## src/rtl/sigma_bus_arb.sv

```systemverilog
// Two-master (CPU = m0, UDM = m1) to one-slave arbiter for the sigma data bus.
// Combinational grant with handshake lock, UDM starvation cap, and an in-order read-ID FIFO.
module sigma_bus_arb #(
  parameter int ADDR_W          = 32,
  parameter int DATA_W          = 32,
  parameter int OUTSTANDING_MAX = 4,
  parameter int STARVE_LIMIT    = 8
) (
  input  logic                             clk_i,
  input  logic                             rst_n_i,
  input  logic                             m0_req_i,
  input  logic                             m0_we_i,
  input  logic [ADDR_W-1:0]                m0_addr_i,
  input  logic [DATA_W/8-1:0]              m0_be_i,
  input  logic [DATA_W-1:0]                m0_wdata_i,
  output logic                             m0_ack_o,
  output logic                             m0_resp_o,
  output logic [DATA_W-1:0]                m0_rdata_o,
  input  logic                             m1_req_i,
  input  logic                             m1_we_i,
  input  logic [ADDR_W-1:0]                m1_addr_i,
  input  logic [DATA_W/8-1:0]              m1_be_i,
  input  logic [DATA_W-1:0]                m1_wdata_i,
  output logic                             m1_ack_o,
  output logic                             m1_resp_o,
  output logic [DATA_W-1:0]                m1_rdata_o,
  output logic                             s_req_o,
  output logic                             s_we_o,
  output logic [ADDR_W-1:0]                s_addr_o,
  output logic [DATA_W/8-1:0]              s_be_o,
  output logic [DATA_W-1:0]                s_wdata_o,
  input  logic                             s_ack_i,
  input  logic                             s_resp_i,
  input  logic [DATA_W-1:0]                s_rdata_i,
  output logic                             err_o,
  output logic [1:0]                       dbg_state_o,
  output logic [7:0]                       dbg_starve_cnt_o,
  output logic [$clog2(OUTSTANDING_MAX):0] dbg_fifo_count_o
);

  localparam int PW = $clog2(OUTSTANDING_MAX);
  localparam int CW = PW + 1;
  localparam logic [7:0]    LIMIT    = 8'(STARVE_LIMIT);
  localparam logic [CW-1:0] FULL_CNT = CW'(OUTSTANDING_MAX);

  // The lock state also records the owner: a request is never switched mid-handshake.
  typedef enum logic [1:0] {
    ARB_IDLE    = 2'd0,
    ARB_LOCK_M0 = 2'd1,
    ARB_LOCK_M1 = 2'd2
  } arb_state_t;

  arb_state_t        state_q, state_nxt;
  logic [7:0]        starve_cnt_q;
  logic [OUTSTANDING_MAX-1:0] id_mem;
  logic [PW-1:0]     wr_ptr_q, rd_ptr_q;
  logic [CW-1:0]     count_q;
  logic              grant, gnt_req, gnt_we, xfer, push, pop;
  logic              fifo_full, fifo_empty, head;

  assign fifo_full  = (count_q == FULL_CNT);
  assign fifo_empty = (count_q == '0);
  assign head       = id_mem[rd_ptr_q];

  always_comb begin
    grant     = 1'b0;
    state_nxt = ARB_IDLE;
    unique case (state_q)
      ARB_LOCK_M0: grant = 1'b0;
      ARB_LOCK_M1: grant = 1'b1;
      default: begin
        if (m0_req_i && m1_req_i) grant = (starve_cnt_q != LIMIT);
        else                      grant = m1_req_i;
      end
    endcase
    gnt_req = grant ? m1_req_i : m0_req_i;
    gnt_we  = grant ? m1_we_i  : m0_we_i;
    // A read stalled on a full FIFO still holds the lock.
    s_req_o = rst_n_i & gnt_req & ~(~gnt_we & fifo_full);
    xfer    = s_req_o & s_ack_i;
    if (gnt_req && !xfer) state_nxt = grant ? ARB_LOCK_M1 : ARB_LOCK_M0;
  end

  assign s_we_o    = gnt_we;
  assign s_addr_o  = grant ? m1_addr_i  : m0_addr_i;
  assign s_be_o    = grant ? m1_be_i    : m0_be_i;
  assign s_wdata_o = grant ? m1_wdata_i : m0_wdata_i;
  assign m0_ack_o  = xfer & ~grant;
  assign m1_ack_o  = xfer & grant;

  assign push       = xfer & ~gnt_we;
  assign pop        = s_resp_i & ~fifo_empty;
  assign m0_resp_o  = rst_n_i & pop & ~head;
  assign m1_resp_o  = rst_n_i & pop & head;
  assign m0_rdata_o = s_rdata_i;
  assign m1_rdata_o = s_rdata_i;

  always_ff @(posedge clk_i) begin
    if (!rst_n_i) state_q <= ARB_IDLE;
    else          state_q <= state_nxt;
  end

  always_ff @(posedge clk_i) begin
    if (!rst_n_i || !m0_req_i)         starve_cnt_q <= '0;
    else if (xfer && !grant)           starve_cnt_q <= '0;
    else if (xfer && starve_cnt_q != LIMIT) starve_cnt_q <= starve_cnt_q + 8'd1;
  end

  always_ff @(posedge clk_i) begin
    if (push) id_mem[wr_ptr_q] <= grant;
  end

  always_ff @(posedge clk_i) begin
    if (!rst_n_i) begin
      wr_ptr_q <= '0;
      rd_ptr_q <= '0;
      count_q  <= '0;
      err_o    <= 1'b0;
    end else begin
      if (push) wr_ptr_q <= wr_ptr_q + PW'(1);
      if (pop)  rd_ptr_q <= rd_ptr_q + PW'(1);
      count_q <= count_q + CW'(push) - CW'(pop);
      if (s_resp_i && fifo_empty) err_o <= 1'b1;
    end
  end

  assign dbg_state_o      = state_q;
  assign dbg_starve_cnt_o = starve_cnt_q;
  assign dbg_fifo_count_o = count_q;

endmodule
```

## config.mk

```make
export PLATFORM = sky130hd
export DESIGN_NAME = sigma_bus_arb
export DESIGN_NICKNAME = d
export VERILOG_FILES = /design/src/rtl/sigma_bus_arb.sv
export SDC_FILE = /design/constraint.sdc
export NUM_CORES = 1
export LEC_CHECK = 0
export CORE_AREA = 2 2 126 128
export DETAILED_ROUTE_END_ITERATION = 8
export DIE_AREA = 0 0 128 130
export GPL_ROUTABILITY_DRIVEN = 0
export PLACE_DENSITY = 0.61
export SETUP_SLACK_MARGIN = 0.4
export SLEW_MARGIN = 20
export SYNTH_ARGS = -nofsm -noshare
export SYNTH_HDL_FRONTEND = slang
export SYNTH_SLANG_ARGS = --single-unit
```

## constraint.sdc

```tcl
create_clock -name clk_i -period 3.7 [get_ports clk_i]
set_input_delay 0.555 -clock clk_i [delete_from_list [all_inputs] [get_ports clk_i]]
set_output_delay 0.555 -clock clk_i [all_outputs]
set_load 0.005 [all_outputs]
```

Word level (Yosys, flattened, before mapping)
Cells that the tools add are included.
- reduce and logical (&&, ||, !) cells: 14
- mux-type cells: 13
- equal/unequal tests: 4
- add/sub/neg operators: 5
- bitwise gates (word level): 16
- magnitude comparators: 3
- operators by type and width (operator ; number):
    $mux W32 ; 2
    $and A1 B1 Y1 ; 11
    $add A8 B1 Y8 const B ; 1
    $ne A8 B4 Y1 const B ; 1
    $logic_and A1 B1 Y1 ; 6
    $lt A2 B3 Y1 const B ; 2
    $mux W1 ; 5
    $not A1 Y1 ; 5
    $add A2 B1 Y2 const B ; 2
    $bwmux W4 ; 1
    $logic_not A1 Y1 ; 4
    $mux W4 ; 1
    $add A3 B1 Y3 ; 1
    $eq A3 B3 Y1 const B ; 1
    $logic_not A3 Y1 ; 1
    $sub A3 B1 Y3 ; 1
    $bmux W1 S2 ; 1
    $demux W1 S2 ; 1
    $eq A2 B1 Y1 const B ; 1
    $eq A2 B2 Y1 const B ; 1
    $ge A2 B1 Y1 const B ; 1
    $mux W2 ; 1
    $pmux W1 S2 ; 1
    $reduce_and A2 Y1 ; 1
    2 further kinds ; 2
- flip-flop bits (word level): 22
- word-level logic and storage cells: 62

Depth between registers and ports, before layout
Gate-level depths: netlist (run 1).
- word-level depth: 12
- mapped depth: 12
- depth with buffers taken out: 12

Worst setup path before layout (run 1)
OpenSTA, ideal clock, no wires.
- path type: register to register
- start: register starve_cnt_q[0] (netlist: dbg_starve_cnt_o[0])
- end: register count_q[2] (netlist: dbg_fifo_count_o[2])
- data arrival time: 2.630 ns
- setup slack: 0.955 ns
- required time: 3.585 ns
- cell stages (with the launch flop): 13
- period minus slack after synthesis: 2.745 ns
- path through: dfxtp_1 -> inv_1 -> ha_1 -> nor4b_4 -> a31oi_1 -> o21ai_0 -> nand4b_1 -> ha_1 -> inv_1 -> ha_1 -> fa_1 -> xnor2_1 -> and2_1
- longest elaborated chain between the ends: 12
- ends and longest elaborated chain (what ; RTL line ; RTL):
    start, declared ; 54 ; logic [7:0] starve_cnt_q;
    start signal, assigned ; 106 ; else if (xfer && starve_cnt_q != LIMIT) starve_cnt_q <= starve_cnt_q + 8'd1;
    $ne A8 B4 Y1 * ; 72 ; if (m0_req_i && m1_req_i) grant = (starve_cnt_q != LIMIT);
    $mux W1 * ; 72 ;
    $pmux W1 S2 * ; 68 ; unique case (state_q)
    $mux W1 ; 77 ; gnt_we = grant ? m1_we_i : m0_we_i;
    $not A1 Y1 ; 79, 91 ;
    $and A1 B1 Y1 ; 79 ; s_req_o = rst_n_i & gnt_req & ~(~gnt_we & fifo_full);
    $not A1 Y1 ; 79 ;
    $and A1 B1 Y1 ; 79 ;
    $and A1 B1 Y1 ; 80 ; xfer = s_req_o & s_ack_i;
    $and A1 B1 Y1 * ; 91 ; assign push = xfer & ~gnt_we;
    $add A3 B1 Y3 * ; 122 ; count_q <= count_q + CW'(push) - CW'(pop);
    $sub A3 B1 Y3 * ; 122 ;
    end signal, assigned ; 122 ;
    end, declared ; 57 ; logic [CW-1:0] count_q;
Mark *: on every way between the ends. The rest lies on a longest branch, timed or not.
A chain may end at the register's enable or synchronous reset.

Worst setup path after layout (run 1)
- start: input port m1_req_i
- end: output port s_addr_o[26]
- longest elaborated chain between the ends: 4
- ends and longest elaborated chain (what ; RTL line ; RTL):
    start, declared ; 19 ; input logic m1_req_i,
    $logic_and A1 B1 Y1 ; 72 ;
    $mux W1 * ; 72 ;
    $pmux W1 S2 * ; 68 ;
    $mux W32 * ; 85 ; assign s_addr_o = grant ? m1_addr_i : m0_addr_i;
    end, declared ; 29 ; output logic [ADDR_W-1:0] s_addr_o,
Marks and branches as above.

==> metrics.cfg, run 1 <==
[route]
wl_mm = 10.6
dr.pass1.iters = 4
drc = 0
drtIter0Drc = 148
avgViaCountPerCell = 4.07
vias = 3189
ant_nets = 0
routedWlPerCell_um = 13.5

[cts]
cts_root_buf = clkbuf_16
tritoncts = done
clock-sinks = 22
clkSlewWorstSetupHoldPaths_ps = 60
cts-htree-levels = 1
cts_buffers = 3
clockBufferDepth = 2
holdBufCountCts = 0
insertion_delay_ps = 260

[grt]
grtUsageTotal_pct = 11.7
grt-ovfl-total = 0
first_global_vias = 3074
grt_pass1_wl_mm = 15.8
grt_max_degree = 45
antenna_found_initial = 0

[sta]
max_freq_mhz = 308
setup_tns_ps = 0
hold_violations = 0
finalCritPeriodShare_pct = 87.8
finalCriticalPeriod_ps = 3250
timing.final.ws_setup_ps = 453
grt_setup_unrepaired = yes
hold_ws_ps = 499
setup_viol = 0
worst_pin_slew_ps = 605
fin_skew_ps = 1.51
slew_violations = 0
max_slew_margin_pct = 59.3

[critical_path]
path_cells = clkdlybuf4s50_1 > nand2_1 > a31oi_1 > nor2_4 > inv_2 > buf_12 > nand2_1 > nand2_1 > clkdlybuf4s50_1
setup.worst_path.class = primary input to output pin
rr_worst_depth = 12
path_max_fanout = 44
rr_startpoint = dbg_starve_cnt_o[0]
max_stage_delay_ps = 530
cp.arrival_ps = 2690
required_ps = 3140
crit_path_start_kind = primary input
r2r_end = dbg_fifo_count_o[2]
timing.critical_path.mode_cell = nand2_1
worst_path_max_delay_cell = clkdlybuf4s50_1
r2r_setup_slack_ps = 730
endpoint_kind = output pin

[worst_hold_path]
whs_path_depth = 2
hold_start = wr_ptr_q[1]
holdCritPathClass = flip-flop to flip-flop
min_to = wr_ptr_q[1]

[placement]
dp_hpwl_mm = 8.65
pre_cts_ws_ps = 430
portBuffers = 231
place_inst = 779

[pwr]
seqPwrFrac_pct = 19.7
p_switching_mw = 0.510
combPwrFrac_pct = 60.8
irDropWorstVdd_v = 0.000183
p_per_area_nw_per_um2 = 320
p_leak_nw = 2.16
switching_share_pct = 32.5
clkPwrFrac_pct = 19.5
p_int_mw = 1.06

[layout]
antenna_cells = 0
layoutNonFillerInstCount = 783
syn_to_final_growth_pct = 82.4
finalNetCount = 778
drive_gt1_share_pct = 4.23
utilization_pct = 31.8

[synth]
syn_area_per_cell_um2 = 6.28
synth_top_flop_cell = dfxtp_1
synth.distinct_cells = 49
synth_edf_count = 4
ys_warn_count = 0
syn-cell-area_um2 = 2690
synthTopCellsByCount = nand2_1 (215), buf_4 (64), dfxtp_1 (18)
ys_seq_elements = 22
synth_most_common_cell = nand2_1
yosysTopAreaCell = nand2_1
syn_nets = 615
synthCells = 429
ys_seq_area_share_pct = 17.8
synth_top_area_share_pct = 30.0
synthArstFlopShare_pct = 0
synthTopCellsByArea = nand2_1 (30%), buf_4 (18%), dfxtp_1 (13%)

[floorplan]
io-pin-count = 328
die-area_um2 = 16600
die_width_um = 128
die_y_um = 130
initial_utilization_pct = 17.5
core_area_um2 = 15400
num_rows = 46

[run_status]
status = finished clean

[run]
maxCapViolCount = 0

==> sequential cells by signal, summed over array words and instances, names as in the netlist <==
name / flops
dbg_fifo_count_o: 3
dbg_starve_cnt_o: 8
dbg_state_o: 2
err_o: 1
id_mem: 4
rd_ptr_q: 2
wr_ptr_q: 2
==> layout make-up <==
class	count	area, µm²
fillers	1657	10500
repair buffers	239	2410
multi-input cells	311	1620
flip-flops and latches	22	480
well taps	192	240
clock buffers	3	75.1
inverters	15	56.3
clock inverters	1	30.0
==> power by group through the flow <==
stage	clock network, mW	logic [mW]	registers (mW)
global route	0.320	1.06	0.315
CTS	0.312	0.959	0.310
global placement	0	0.952	0.315
detailed placement	0	0.951	0.315
finish	0.306	0.954	0.310
floorplan	0	0.447	0.311
==> routing by layer <==
metal  GRT usage [%]  share of wire [%]  vias to the layer above
met4            2.59               0.79                        0
met3            3.81                9.1                       14
met2            20.5                 49                      169
li1                -                  -                     1631
met5               0                  0                        -
met1            14.0                 41                     1375
==> critical path, delay by kind of cell <==
family	cells	cell delay, ps
buffers and inverters	4	1350
and+or+nand+nor	4	390
AOI/OAI and AO/OA	1	350
==> kinds of logic (layout without fill, tap and decap cells) <==
kind of cell	after synthesis	count (layout)	synth area share [%]
AND/OR/NAND/NOR	265	265	42.2
AO/OA/AOI/OAI	28	28	9.10
adder cells (fa/ha/maj)	10	10	4.92
multiplexers	4	4	2.00
XOR/XNOR	4	4	1.30
buffers and inverters	96	258	22.6
flip-flops	22	22	17.8
==> cell usage in the layout (no fill, tap or decap), types with 2 or more instances in the layout <==
master / instances
o31ai_1: 3
mux2i_1: 2
xor2_1: 2
clkbuf_16: 3
nand2_1: 215
ha_1: 9
inv_1: 14
a32o_1: 5
xnor2_1: 2
nor2b_1: 3
nor2_1: 9
dfxtp_1: 18
clkdlybuf4s50_1: 231
edfxtp_1: 4
buf_12: 2
buf_4: 4
nor3b_1: 5
and3_1: 8
and2_1: 6
o211ai_1: 4
nand3_1: 3
a21oi_1: 3
nor3_1: 4
nand2b_1: 2
==> through the flow <==
stage	power [mW]	area, µm²
after floorplan	0.758	2690
after global placement	1.27	4790
after detailed placement	1.27	4790
after CTS	1.58	4890
after global routing	1.70	4910
final	1.57	4910
==> worst max path at each step <==
stage | slack [ps] | start | to
after global routing | 350 | m1_req_i | s_addr_o[26]
after detailed placement | 430 | m0_req_i | s_wdata_o[1]
after global placement | 450 | m0_req_i | dbg_fifo_count_o[2]
final | 450 | m1_req_i | s_addr_o[26]
after CTS | 420 | dbg_state_o[0] | m0_ack_o
after floorplan | 950 | dbg_starve_cnt_o[0] | dbg_fifo_count_o[2]
==> what timing repair did <==
item | 4_1_cts | 5_1_grt
endpoints found under the setup margin | 0 | 71
gates resized for setup | 0 | 5
buffers inserted | 0 | 0
No activity file was read; power rests on OpenSTA's default activity.
==> inputs of run 2 (changes only) <==
==> config.mk (replaced) <==
export PLATFORM = sky130hd
export DESIGN_NAME = sigma_bus_arb
export DESIGN_NICKNAME = d
export VERILOG_FILES = /design/src/rtl/sigma_bus_arb.sv
export SDC_FILE = /design/constraint.sdc
export NUM_CORES = 1
export LEC_CHECK = 0
export CAP_MARGIN = 20
export CORE_AREA = 2 2 128 130
export DETAILED_ROUTE_END_ITERATION = 8
export DIE_AREA = 0 0 130 132
export DONT_BUFFER_PORTS = 1
export GPL_ROUTABILITY_DRIVEN = 0
export PLACE_DENSITY = 0.33
export SETUP_SLACK_MARGIN = 0.4
export SYNTH_ARGS = -nofsm -noshare
export SYNTH_HDL_FRONTEND = slang
export SYNTH_SLANG_ARGS = --single-unit
==> run 2 against run 1 <==
Net effect:
- worst setup slack gained 270 ps
- largest cell class is now multi-input gates
- first-iteration DRC count grew 1.4%
- global-route usage shrank 0.43 points
- hold slack lost 87 ps
- design area fell by 48%
- clock skew rose by 4.4 ps
- register-to-register slack is essentially flat
- fmax is 9.1% higher
- utilization shrank 15 points
- via count shrank 23%
- power down 28%
- sequential share of layout area increased by 8.9 points
==> metrics.cfg, run 2 (same netlist as run 1, synthesis figures left out) <==
[run_status]
status = finished clean

[cts]
clkSlewWorstSetupHoldPaths_ps = 70  ; about the same
insertion_delay_ps = 260  ; about the same
cts_setup_buffers = 0  ; unchanged
clock-sinks = 22  ; unchanged
cts_buffers = 3  ; unchanged
clockBufferDepth = 2  ; unchanged
tritoncts = done
holdBufCountCts = 0  ; unchanged
cts-htree-levels = 1  ; unchanged
cts_resized = 0  ; unchanged
cts_root_buf = clkbuf_16

[sta]
max_freq_mhz = 336  ; +9.1%
grt_setup_unrepaired = no
timing.final.ws_setup_ps = 724  ; +271 ps
finalCritPeriodShare_pct = 80.4  ; -7.3 points
max_slew_margin_pct = 61.1  ; +1.8 points
setup_viol = 0  ; unchanged
hold_violations = 0  ; unchanged
fin_skew_ps = 5.92  ; +4.41 ps
finalCriticalPeriod_ps = 2980  ; -271 ps
slew_violations = 0  ; unchanged
setup_tns_ps = 0  ; unchanged
hold_ws_ps = 411  ; -87.3 ps
worst_pin_slew_ps = 580  ; -24.5 ps

[grt]
grt_max_degree = 47  ; +4.4%
antenna_found_initial = 0  ; unchanged
grt_pass1_wl_mm = 14.6  ; -7.2%
grt-ovfl-total = 0  ; unchanged
first_global_vias = 2323  ; -24%
grtUsageTotal_pct = 11.3  ; -0.43 points

[worst_hold_path]
whs_path_depth = 1  ; -1
hold_start = rst_n_i
min_to = rd_ptr_q[1]
holdCritPathClass = primary input to flip-flop

[route]
routedWlPerCell_um = 18.0  ; +33%
dr.pass1.iters = 4  ; unchanged
vias = 2470  ; -23%
avgViaCountPerCell = 4.30  ; +5.5%
ant_nets = 0  ; unchanged
drc = 0  ; unchanged
wl_mm = 10.4  ; -2.0%
drtIter0Drc = 150  ; +1.4%

[critical_path]
r2r_setup_slack_ps = 720  ; about the same
worst_path_max_delay_cell = dfxtp_1
path_cells = inv_1 > ha_1 > nor4b_4 > a31oi_1 > o21ai_0 > nand4b_1 > buf_4 > ha_1 > inv_1 > ha_1 > fa_1 > xnor2_1 > and2_1
rr_worst_depth = 13  ; +1
endpoint_kind = flip-flop
timing.critical_path.mode_cell = ha_1
rr_startpoint = dbg_starve_cnt_o[0]
path_max_fanout = 7  ; -84%
max_stage_delay_ps = 370  ; -160 ps
r2r_end = dbg_fifo_count_o[2]
required_ps = 3860  ; +720 ps
setup.worst_path.class = flip-flop to flip-flop
crit_path_start_kind = flip-flop
cp.arrival_ps = 3130  ; +440 ps

[pwr]
p_leak_nw = 1.25  ; -42%
p_per_area_nw_per_um2 = 438  ; +37%
total_power_mw = 1.13  ; -28%
irDropWorstVdd_v = 0.000168  ; -8.6%

[layout]
final_cell_mix = nand2_1 (215), dfxtp_1 (18), inv_1 (14)
layoutNonFillerInstCount = 575  ; -27%
fillCellCount = 1782  ; +7.5%
final_common_cell = nand2_1
drive_gt1_share_pct = 6.13  ; +1.9 points
multi_input_area_um2 = 1610  ; -0.62%
regArea_um2 = 480  ; unchanged
antenna_cells = 0  ; unchanged
finalNetCount = 546  ; -30%
largest_reg_flops = 8  ; unchanged
syn_to_final_growth_pct = -4.37

[floorplan]
die-area_um2 = 17200  ; +3.1%
initial_utilization_pct = 17.1  ; -0.32 points
die_width_um = 130  ; +1.6%
die_y_um = 132  ; +1.5%
io-pin-count = 328  ; unchanged
num_rows = 46  ; unchanged
core_area_um2 = 15700  ; +1.9%

[placement]
portBuffers = 0  ; -100%
pre_cts_ws_ps = 709  ; +279 ps
place_inst = 571  ; -27%
dp_hpwl_mm = 9.01  ; +4.1%

[run]
maxCapViolCount = 0  ; unchanged

==> run 2: cell count changes in the layout (fill, tap and decap cells not counted) <==
cell             previous run  this run
buf_12                      2         0
buf_4                       4         7
buf_6                       1         0
buf_8                       1         0
clkdlybuf4s50_1           231         0
nor4b_1                     0         1
nor4b_2                     1         0
o21bai_1                    0         1
o21bai_2                    1         0
==> run 2: final cells by class <==
cell class / count / share of cell area [%]
Multi-Input combinational cell: 311 / 62.6
Sequential cell: 22 / 18.6
Tap cell: 216 / 10.5
Clock buffer: 3 / 2.91
Inverter: 15 / 2.19
Timing Repair Buffer: 7 / 2.04
Clock inverter: 1 / 1.17
==> run 2: routing by layer <==
metal | routed length (µm) | vias up | track usage, %
met5 | 0 | - | 0
met4 | 365 | 0 | 4.00
met3 | 1290 | 19 | 4.83
met2 | 5260 | 184 | 20.2
met1 | 3440 | 1106 | 11.7
li1 | - | 1161 | -
==> run 2: power breakdown <==
part	leakage [nW]	switching, mW	internal (mW)	total, mW
clock	0.0511	0.0978	0.215	0.313
combinational	1.01	0.326	0.175	0.501
sequential	0.183	0.0356	0.278	0.314
==> run 2: how the worst max path moves through the flow <==
stage                        start                  end  slack [ps]
3_5_place_dp   dbg_starve_cnt_o[0]  dbg_fifo_count_o[2]         710
4_1_cts        dbg_starve_cnt_o[0]  dbg_fifo_count_o[2]         710
5_1_grt        dbg_starve_cnt_o[0]  dbg_fifo_count_o[2]         480
3_3_place_gp   dbg_starve_cnt_o[0]  dbg_fifo_count_o[2]         750
6_report       dbg_starve_cnt_o[0]  dbg_fifo_count_o[2]         720
2_1_floorplan  dbg_starve_cnt_o[0]  dbg_fifo_count_o[2]         950
==> run 2: stage by stage <==
step / area [µm²] / util, %
after CTS: 2580 / 16.4
after detailed placement: 2470 / 15.7
after global placement: 2470 / 15.7
after floorplan: 2690 / -
final: 2580 / 16.4
after global routing: 2580 / 16.4
==> run 2: worst max-delay path, delay by kind of cell, from the launching register on <==
kind	cells	cell delay [ps]
AO/OA/AOI/OAI	2	490
XOR/XNOR	1	130
adder cells (fa/ha/maj)	4	980
buffers and inverters	3	320
flip-flops	1	370
AND/OR/NAND/NOR	3	590
